--- src/rtl/multiplier_interface_pkg.sv ---
// Shared types and constants for the multiplier_interface block: FSM states and
// operand/result widths of the 8x8 shift-add datapath.
package multiplier_interface_pkg;

   localparam int OPERAND_W  = 8;
   localparam int RESULT_W   = 16;
   localparam int MULT_ITER  = 8;
   localparam int ITER_CNT_W = $clog2(MULT_ITER);

   typedef enum logic [1:0] {
      IDLE = 2'd0,
      LOAD = 2'd1,
      MULT = 2'd2,
      OUT  = 2'd3
   } state_t;

endpackage

--- src/rtl/multiplier_interface_if.sv ---
// Bus bundle for multiplier_interface: FIFO write side (from the divider) and
// the product valid/ready output side, plus the drop counter.
interface multiplier_interface_if;
   import multiplier_interface_pkg::*;

   logic                write_req;
   logic [RESULT_W-1:0] fifo_write_data;
   logic                full_out;
   logic [RESULT_W-1:0] product;
   logic                out_valid;
   logic                out_ready;
   logic [7:0]          drop_cnt;

   // Upstream producer plus downstream consumer.
   modport master (
      output write_req, fifo_write_data, out_ready,
      input  full_out, product, out_valid, drop_cnt
   );

   // The multiplier_interface block itself.
   modport slave (
      input  write_req, fifo_write_data, out_ready,
      output full_out, product, out_valid, drop_cnt
   );

endinterface

--- src/rtl/multiplier_module.sv ---
// Unsigned 8x8 shift-add multiplier: start loads the operands, exactly MULT_ITER
// iterations follow, done pulses for one cycle with the full 16-bit result.
module multiplier_module
   import multiplier_interface_pkg::*;
(
   input  logic                 clk,
   input  logic                 rst,
   input  logic                 start,
   input  logic [OPERAND_W-1:0] a,
   input  logic [OPERAND_W-1:0] b,
   output logic                 done,
   output logic [RESULT_W-1:0]  result
);

   localparam logic [ITER_CNT_W-1:0] LAST_ITER = ITER_CNT_W'(MULT_ITER - 1);

   logic [RESULT_W-1:0]   acc;
   logic [RESULT_W-1:0]   mcand;
   logic [OPERAND_W-1:0]  mplier;
   logic [ITER_CNT_W-1:0] iter;
   logic                  busy;

   // NOTE: sequential state uses non-blocking assignments so every register
   // samples the values from before the edge, independent of statement order.
   always_ff @(posedge clk) begin
      if (rst) begin
         acc    <= '0;
         mcand  <= '0;
         mplier <= '0;
         iter   <= '0;
         busy   <= 1'b0;
         done   <= 1'b0;
      end else begin
         done <= 1'b0;
         if (start) begin
            acc    <= '0;
            mcand  <= {{(RESULT_W-OPERAND_W){1'b0}}, a};
            mplier <= b;
            iter   <= '0;
            busy   <= 1'b1;
         end else if (busy) begin
            if (mplier[0]) begin
               acc <= acc + mcand;
            end
            mcand  <= mcand << 1;
            mplier <= mplier >> 1;
            iter   <= iter + 1'b1;
            // The last add lands in acc on this same edge, so done and the
            // final result become visible together.
            if (iter == LAST_ITER) begin
               busy <= 1'b0;
               done <= 1'b1;
            end
         end
      end
   end

   assign result = acc;

endmodule

--- src/rtl/multiplier_interface.sv ---
// Buffers divider results in a FIFO and multiplies quotient by remainder.
// Optional drop counter: define MULTIPLIER_INTERFACE_DROP_CNT_EN.
module multiplier_interface
   import multiplier_interface_pkg::*;
#(
   parameter int FIFO_DEPTH = 16   // power of two, at least 4
) (
   input  logic                  clk,
   input  logic                  rst,
   multiplier_interface_if.slave bus
);

   localparam int PTR_W = $clog2(FIFO_DEPTH);

   // ---------------- FIFO ----------------
   logic [RESULT_W-1:0] mem [FIFO_DEPTH];
   logic [PTR_W:0]      wr_ptr;
   logic [PTR_W:0]      rd_ptr;
   logic [RESULT_W-1:0] rd_data;
   logic                full;
   logic                empty;
   logic                wr_en;
   logic                rd_en;

   // Extra pointer MSB tells a full FIFO apart from an empty one.
   assign full  = (wr_ptr[PTR_W] != rd_ptr[PTR_W]) &&
                  (wr_ptr[PTR_W-1:0] == rd_ptr[PTR_W-1:0]);
   assign empty = (wr_ptr == rd_ptr);
   assign wr_en = bus.write_req && !full;

   // NOTE: the storage array has no reset; pointers alone define its contents,
   // which keeps it mappable to plain RAM.
   always_ff @(posedge clk) begin
      if (wr_en) begin
         mem[wr_ptr[PTR_W-1:0]] <= bus.fifo_write_data;
      end
   end

   always_ff @(posedge clk) begin
      if (rst) begin
         wr_ptr  <= '0;
         rd_ptr  <= '0;
         rd_data <= '0;
      end else begin
         if (wr_en) begin
            wr_ptr <= wr_ptr + 1'b1;
         end
         if (rd_en) begin
            rd_ptr  <= rd_ptr + 1'b1;
            rd_data <= mem[rd_ptr[PTR_W-1:0]];
         end
      end
   end

   // ---------------- control FSM ----------------
   state_t              state;
   state_t              state_nxt;
   logic                mult_start;
   logic                mult_done;
   logic [RESULT_W-1:0] mult_result;
   logic                load_prod;
   logic                accept;
   logic [RESULT_W-1:0] product_q;
   logic                out_valid_q;

   always_ff @(posedge clk) begin
      if (rst) begin
         state <= IDLE;
      end else begin
         state <= state_nxt;
      end
   end

   // NOTE: every output of this block gets a default first; a path that left
   // one unassigned would infer a latch.
   always_comb begin
      state_nxt  = state;
      rd_en      = 1'b0;
      mult_start = 1'b0;
      load_prod  = 1'b0;
      accept     = 1'b0;
      unique case (state)
         IDLE: begin
            if (!empty) begin
               rd_en     = 1'b1;
               state_nxt = LOAD;
            end
         end
         LOAD: begin
            mult_start = 1'b1;
            state_nxt  = MULT;
         end
         MULT: begin
            if (mult_done) begin
               load_prod = 1'b1;
               state_nxt = OUT;
            end
         end
         OUT: begin
            if (out_valid_q && bus.out_ready) begin
               accept    = 1'b1;
               state_nxt = IDLE;
            end
         end
         default: state_nxt = IDLE;
      endcase
   end

   multiplier_module u_mult (
      .clk    (clk),
      .rst    (rst),
      .start  (mult_start),
      .a      (rd_data[RESULT_W-1:OPERAND_W]),
      .b      (rd_data[OPERAND_W-1:0]),
      .done   (mult_done),
      .result (mult_result)
   );

   // Product is held stable from capture until the consumer takes it.
   always_ff @(posedge clk) begin
      if (rst) begin
         product_q   <= '0;
         out_valid_q <= 1'b0;
      end else if (load_prod) begin
         product_q   <= mult_result;
         out_valid_q <= 1'b1;
      end else if (accept) begin
         out_valid_q <= 1'b0;
      end
   end

   assign bus.full_out  = full;
   assign bus.product   = product_q;
   assign bus.out_valid = out_valid_q;

   // ---------------- drop counter ----------------
`ifdef MULTIPLIER_INTERFACE_DROP_CNT_EN
   logic [7:0] drop_cnt_q;

   always_ff @(posedge clk) begin
      if (rst) begin
         drop_cnt_q <= '0;
      end else if (bus.write_req && full && (drop_cnt_q != 8'hFF)) begin
         drop_cnt_q <= drop_cnt_q + 1'b1;
      end
   end

   assign bus.drop_cnt = drop_cnt_q;
`else
   assign bus.drop_cnt = '0;
`endif

endmodule

--- src/flat_wrapper.sv ---
// flat-port wrapper written by rule: the top's interface ports become plain ports
module multiplier_interface_flat import multiplier_interface_pkg::*;
#(
   parameter int FIFO_DEPTH = 16                              
)
  (clk, rst, bus_write_req, bus_fifo_write_data, bus_out_ready, bus_full_out, bus_product, bus_out_valid, bus_drop_cnt);
  multiplier_interface_if bus_i ();
  input  logic clk;
  input  logic rst;
  input wire logic [$bits(bus_i.write_req)-1:0] bus_write_req;
  input wire logic [$bits(bus_i.fifo_write_data)-1:0] bus_fifo_write_data;
  input wire logic [$bits(bus_i.out_ready)-1:0] bus_out_ready;
  output wire logic [$bits(bus_i.full_out)-1:0] bus_full_out;
  output wire logic [$bits(bus_i.product)-1:0] bus_product;
  output wire logic [$bits(bus_i.out_valid)-1:0] bus_out_valid;
  output wire logic [$bits(bus_i.drop_cnt)-1:0] bus_drop_cnt;
  assign bus_i.write_req = bus_write_req;
  assign bus_i.fifo_write_data = bus_fifo_write_data;
  assign bus_i.out_ready = bus_out_ready;
  assign bus_full_out = bus_i.full_out;
  assign bus_product = bus_i.product;
  assign bus_out_valid = bus_i.out_valid;
  assign bus_drop_cnt = bus_i.drop_cnt;
  multiplier_interface #(.FIFO_DEPTH(FIFO_DEPTH)) u_core (.clk(clk), .rst(rst), .bus(bus_i));
endmodule
--- config.mk ---
export PLATFORM = sky130hd
export DESIGN_NAME = multiplier_interface_flat
export DESIGN_NICKNAME = d
export VERILOG_FILES = /design/src/rtl/multiplier_interface_pkg.sv /design/src/rtl/multiplier_interface_if.sv /design/src/rtl/multiplier_module.sv /design/src/rtl/multiplier_interface.sv /design/src/flat_wrapper.sv
export SDC_FILE = /design/constraint.sdc
export NUM_CORES = 1
export LEC_CHECK = 0
export BUFFER_PORTS_ARGS = -buffer_cell sky130_fd_sc_hd__buf_4
export CORE_MARGIN = 2
export CORE_UTILIZATION = 35
export CTS_CLUSTER_DIAMETER = 150
export DETAILED_ROUTE_END_ITERATION = 10
export GPL_TIMING_DRIVEN = 0
export SLEW_MARGIN = 25
export SYNTH_ARGS = -nofsm -noshare
export SYNTH_HDL_FRONTEND = slang
export SYNTH_SLANG_ARGS = --single-unit
--- constraint.sdc ---
create_clock -name clk -period 2.9 [get_ports clk]
set_input_delay 0.58 -clock clk [delete_from_list [all_inputs] [get_ports clk]]
set_output_delay 0.58 -clock clk [all_outputs]
set_load 0.01 [all_outputs]
Word-level counts from Yosys, hierarchy flattened
Memory sizes are Yosys's and may differ from the RTL's. A register that Yosys moved wholly into a read port is not among the register bits.
Cells that the tools add are included.

word-level totals
  bits in registers = 74
  memories = 1
  output and inout port bits = 26
  memory bits (writable) = 256
  bits in read-only memories = 0
  bits of input ports = 20
  latch bits = 0
  word-level logic and storage cells = 62

memories
  name        words  width  rd ports  clocked after memory_dff  write ports  line                        RTL
  u_core.mem  16     16     1         1                         1            multiplier_interface.sv:16  logic [RESULT_W-1:0] mem [FIFO_DEPTH];

operators by class
  equal/unequal tests = 10
  div/mod/pow operators = 0
  reductions and logical operators = 11
  shift operators = 0
  bitwise gates (word level) = 1
  multiplexer cells = 23
  $mul = 0
  add/subtract/negate cells = 4
  magnitude comparators = 0

operator list
  kind                                                                      count
  8-bit two-way mux                                                         4
  16-bit adder                                                              1
  1-bit two-way mux                                                         15
  5-bit by 1-bit adder with 5-bit output (second input constant)            2
  2-bit case mux with 4 select lines                                        1
  2-bit two-way mux                                                         3
  5-bit == test                                                             1
  2-bit == test (second input constant)                                     2
  4-bit == test                                                             1
  2-bit inequality test (second input constant)                             2
  2-bit nonzero test                                                        2
  3-bit by 1-bit adder with 3-bit output (second input constant)            1
  3-bit == test (second input constant)                                     1
  1-bit logical AND                                                         3
  3-bit AND reduction                                                       1
  3-bit OR reduction                                                        1
  2-bit by 1-bit == test with 1-bit output (second input constant)          1
  2-bit zero test                                                           1
  2-bit by 1-bit inequality test with 1-bit output (second input constant)  1
  2-bit AND reduction                                                       1
  2-bit OR reduction                                                        1
  1-bit zero test                                                           1
  1-bit inequality test                                                     1
  1-bit inverter                                                            1

Longest topological paths before layout
  word-level depth = 6
  gate-level depth with buffers = 8
  mapped depth without buffers = 8

Cells and area by module
Synthesis repeated with hierarchy kept, for this count alone.

unflattened totals
  cells, all modules = 976
  area total of the unflattened synthesis = 14403.8 µm²

modules (own cells, without submodules)
  module                times used  sequential area each (µm²)  cells an instance  area an instance (µm²)
  multiplier_interface  1           8588.2                      685                11940.2
  multiplier_module     1           900.9                       291                2463.6

Least setup slack after synthesis
Ideal clock, no wire load.

  kind = register to register
  from = register u_core.rd_ptr[3]
  to = memory u_core.mem[0][0] (enable)
  setup slack = 149 ps
  data required time = 2491 ps
  data arrival time = 2342 ps
  setup time = 409 ps
  period minus slack after synthesis = 2751 ps
  stages on the path, launching flop included = 7
  buffers on the path = 1
  cells stage by stage = dfxtp_1 buf_2 xor2_1 nor4_2 a21boi_2 nand2_1 nor3_1

on the way
  word-level cells in the longest chain between the ends = 6

RTL lines
  element                                  line                        RTL
  from (decl)                              multiplier_interface.sv:18  logic [PTR_W:0] rd_ptr;
  from (signal assigned)                   multiplier_interface.sv:49  rd_ptr <= rd_ptr + 1'b1;
  4-bit == test                            multiplier_interface.sv:27  (wr_ptr[PTR_W-1:0] == rd_ptr[PTR_W-1:0]);
  1-bit logical AND                        multiplier_interface.sv:26  assign full = (wr_ptr[PTR_W] != rd_ptr[PTR_W]) &&
  1-bit zero test                          multiplier_interface.sv:29  assign wr_en = bus.write_req && !full;
  1-bit logical AND                        multiplier_interface.sv:29
  1-bit two-way mux                        multiplier_interface.sv:34  if (wr_en) begin
  1-bit two-way mux (not written as such)  multiplier_interface.sv:35  mem[wr_ptr[PTR_W-1:0]] <= bus.fifo_write_data;
  to (decl)                                multiplier_interface.sv:16

Every way passes these cells.

Worst setup path in the final report
  from = register u_core.wr_ptr[3]
  to = output port bus_full_out

on the way
  word-level cells in the longest chain between the ends = 2

RTL lines
  element                 line                        RTL
  from (decl)             multiplier_interface.sv:17  logic [PTR_W:0] wr_ptr;
  from (signal assigned)  multiplier_interface.sv:46  wr_ptr <= wr_ptr + 1'b1;
  4-bit == test           multiplier_interface.sv:27
  1-bit logical AND       multiplier_interface.sv:26
  to (decl)               flat_wrapper.sv:13          output wire logic [$bits(bus_i.full_out)-1:0] bus_full_out;

Every way passes these cells.

==> results.tsv <==
metric	value	unit
status	finished clean	
maxcap violations	0	
P_leak	5.50	nW
Die ar.	41800	um2
layout cells sized above 1	23.0	%
buffers added on ports	36	
DPL Wire Length	20100	um
RePlAce Congestion	0.825	
clk root buf	clkbuf_16	
remaining antenna violation count	0	
Die Height	204	um
Layout Nets	1049	
cell taking the most area after synthesis	edfxtp_1	
syn avg cell area	15.6	um2
initial antenna violation count	1	
Synth-to-Final Area Change	17.4	%
post-route minimum period	2.71	ns
Mapped Cells	904	
Synth top area share	54.7	%
DR WL met3	1540	um
Crit Path Category	flip-flop to output pin	
Worst setup EP type	output pin	
Pre-antenna DRT Iters	5	
Final Hold Vio Count	0	
M1 WL	13100	um
Arr. time, crit path	2.13	ns
most common cell after layout, fill and taps aside	edfxtp_1	
CTS H-Tree Depth	2	
critical path required time	2.32	ns
hold-fix buffers at CTS	0	
crit-path cells	buf_2 -> xor2_1 -> nor4_2 -> and2_1 -> buf_4	
Primary FF master, synth	edfxtp_1	
Std-Cell Rows	73	
initial DRC count	522	
post-synthesis compound-gate area fraction	4.64	%
num ports	46	
CTS tree	yes	
DRC	0	
crit-path max FO	9	
CTS sink count	346	
Setup WS post-layout	0.194	ns
largest family of logic cells by synthesized area	multiplexers	
YS warnings	0	
most frequent cells in the layout	256 x edfxtp_1, 97 x nand2_1, 90 x dfxtp_1, 77 x mux4_2, 69 x nor2_1	
drt wl/cell	19.6	um
slowest CP cell	nor4_2	
number of synthesized flops with an enable pin	256	
sequential-to-total area share from yosys stat	67.5	%
met2 wire len	15100	um
Max VDD drop	0.476	mV
ant diodes	0	
period utilisation layout	93.3	%
maximum number of pins on one net before global-route repair	17	
DR top layer	met5	
Worst Hold Class	input port to flip-flop	
mux cell area share after synthesis	14.7	%
Starting Density	35.4	%
FF+latch count, synth	346	
Die W	204	um
Mapped Area	14100	um2
RSZ-0062 raised after global routing	yes	
number of global-route vias before repair	7819	
Via Count	7727	
Slew Limit Fails	0	
post-route core utilization	41.6	%
first-pass GRT wire length	46700	um
CP Launch Type	flip-flop	
CTS max path bufs	3	
max incr delay on CP	0.52	ns
Worst-Margin Slew	0.953	ns
Post-synth ARST share	0	%
CTS buffer count	37	
Synth cell types	50	
clock slew seen by the registers of the worst setup and hold paths	0.06	ns
Synth Area in Adders	2.46	%
Synth Area in Simple Gates	6.74	%
Max Clk Rate	0.370	GHz
Rel. slew slack	36.4	%
Setup Skew	0.0232	ns
pre-CTS setup slack	0.0426	ns
Avg Vias per Cell	4.98	
Setup violations, final	0	
XOR/XNOR Fraction of Synth Area	1.37	%
Std-Cell Core Area	39700	um2
drt total wl	30500	um
GRT Residual Overflow	0	
Post-Layout Cell Count	1553	
clock latency on the worst-skew pair	0.56	ns
total track usage	15.0	%
Pwr per Cell Area	735	nW/um2
main area contributors after synthesis	edfxtp_1 55%, dfxtp_1 13%, mux4_2 12%	
placed cell count	1484	
==> flip-flops by register name, summed over array words and instances (netlist names) <==
register and flops:
u_core.wr_ptr 5, u_core.rd_data 16, u_core.u_mult.mplier 8, u_core.u_mult.done 1, u_core.rd_ptr 5, u_core.bus.out_valid 1
u_core.u_mult.mcand 16, u_core.u_mult.result 16, u_core.state 2, u_core.bus.product 16, u_core.u_mult.busy 1, u_core.mem 256
u_core.u_mult.iter 3
==> critical path, delay by kind of cell, from the launching register on <==
| family | cells | cell delay [ns] |
|---|---|---|
| xor+xnor | 1 | 0.12 |
| simple gates | 2 | 0.72 |
| buf+inv | 2 | 0.42 |
| flops | 1 | 0.31 |
==> routing by layer <==
metal,global-route usage [%],vias up
met2,25.5,186
met4,4.87,2
met1,19.2,3869
met3,2.84,53
met5,0,-
li1,-,3617
==> cell families after synthesis <==
kind of cell | count (synthesis)
buffers and inverters | 67
XOR/XNOR | 22
multiplexers | 105
other | 1
adder cells (fa/ha/maj) | 27
flip-flops | 346
AO/OA/AOI/OAI | 112
AND/OR/NAND/NOR | 224
==> path summary, 6_finish.rpt <==
path / start / endpoint / slack, ns / cells after the start
hold / removal: bus_fifo_write_data[9] / u_core.mem[14][9] / 0.32 / 1
setup / recovery: u_core.wr_ptr[3] / bus_full_out / 0.19 / 5
setup reg to reg: u_core.wr_ptr[2] / u_core.mem[3][7] / 0.20 / 8
hold reg to reg: u_core.bus.product[14] / u_core.bus.product[14] / 0.45 / 2
==> synth_stat cells, drive strengths merged (3+ instances only) <==
| cell | number |
|---|---|
| clkbuf | 25 |
| nand2b | 3 |
| nor4 | 3 |
| a21o | 7 |
| or3 | 3 |
| nand2 | 100 |
| buf | 31 |
| and2 | 4 |
| nor3 | 7 |
| a31oi | 4 |
| nand3 | 10 |
| nand4 | 5 |
| xor2 | 13 |
| inv | 11 |
| a21oi | 66 |
| a211oi | 8 |
| a21boi | 3 |
| nor2 | 81 |
| edfxtp | 256 |
| dfxtp | 90 |
| mux4 | 80 |
| o21ai | 13 |
| mux2i | 25 |
| ha | 26 |
| o21bai | 3 |
| xnor2 | 9 |
==> timing repair <==
| action | 4_1_cts | 5_1_grt |
|---|---|---|
| setup buffers | 0 | 4 |
| gates resized for setup | 0 | 6 |
| endpoints found under the setup margin | 0 | 25 |
==> power breakdown <==
part | switching, mW | total (mW) | leakage (nW) | internal, mW
Clock | 1.95 | 4.46 | 0.572 | 2.51
Sequential | 0.119 | 5.62 | 3.04 | 5.50
Combinational | 1.11 | 2.05 | 1.88 | 0.937
Total | 3.18 | 12.1 | 5.50 | 8.95
==> through the flow <==
stage	hold WS, ns	power, mW	cell area, um2	setup TNS [ns]
2_1_floorplan	0.437	7.19	14100	0
3_3_place_gp	0.446	7.75	15000	-188.14
3_5_place_dp	0.449	7.79	15300	0
4_1_cts	0.300	12.3	16400	0
5_1_grt	0.316	12.6	16500	-0.0281
6_report	0.315	12.1	16500	0
==> cell type report <==
| class | count | area [um2] |
|---|---|---|
| buffer | 56 | 324 |
| clock buffer | 48 | 1020 |
| clock inverter | 17 | 149 |
| fill | 3545 | 23200 |
| inverter | 11 | 41.3 |
| multi-input combinational | 498 | 4370 |
| sequential | 346 | 9490 |
| tap | 525 | 657 |
| timing repair buffer | 52 | 462 |
Note: power is estimated with default switching activity, not from simulation.
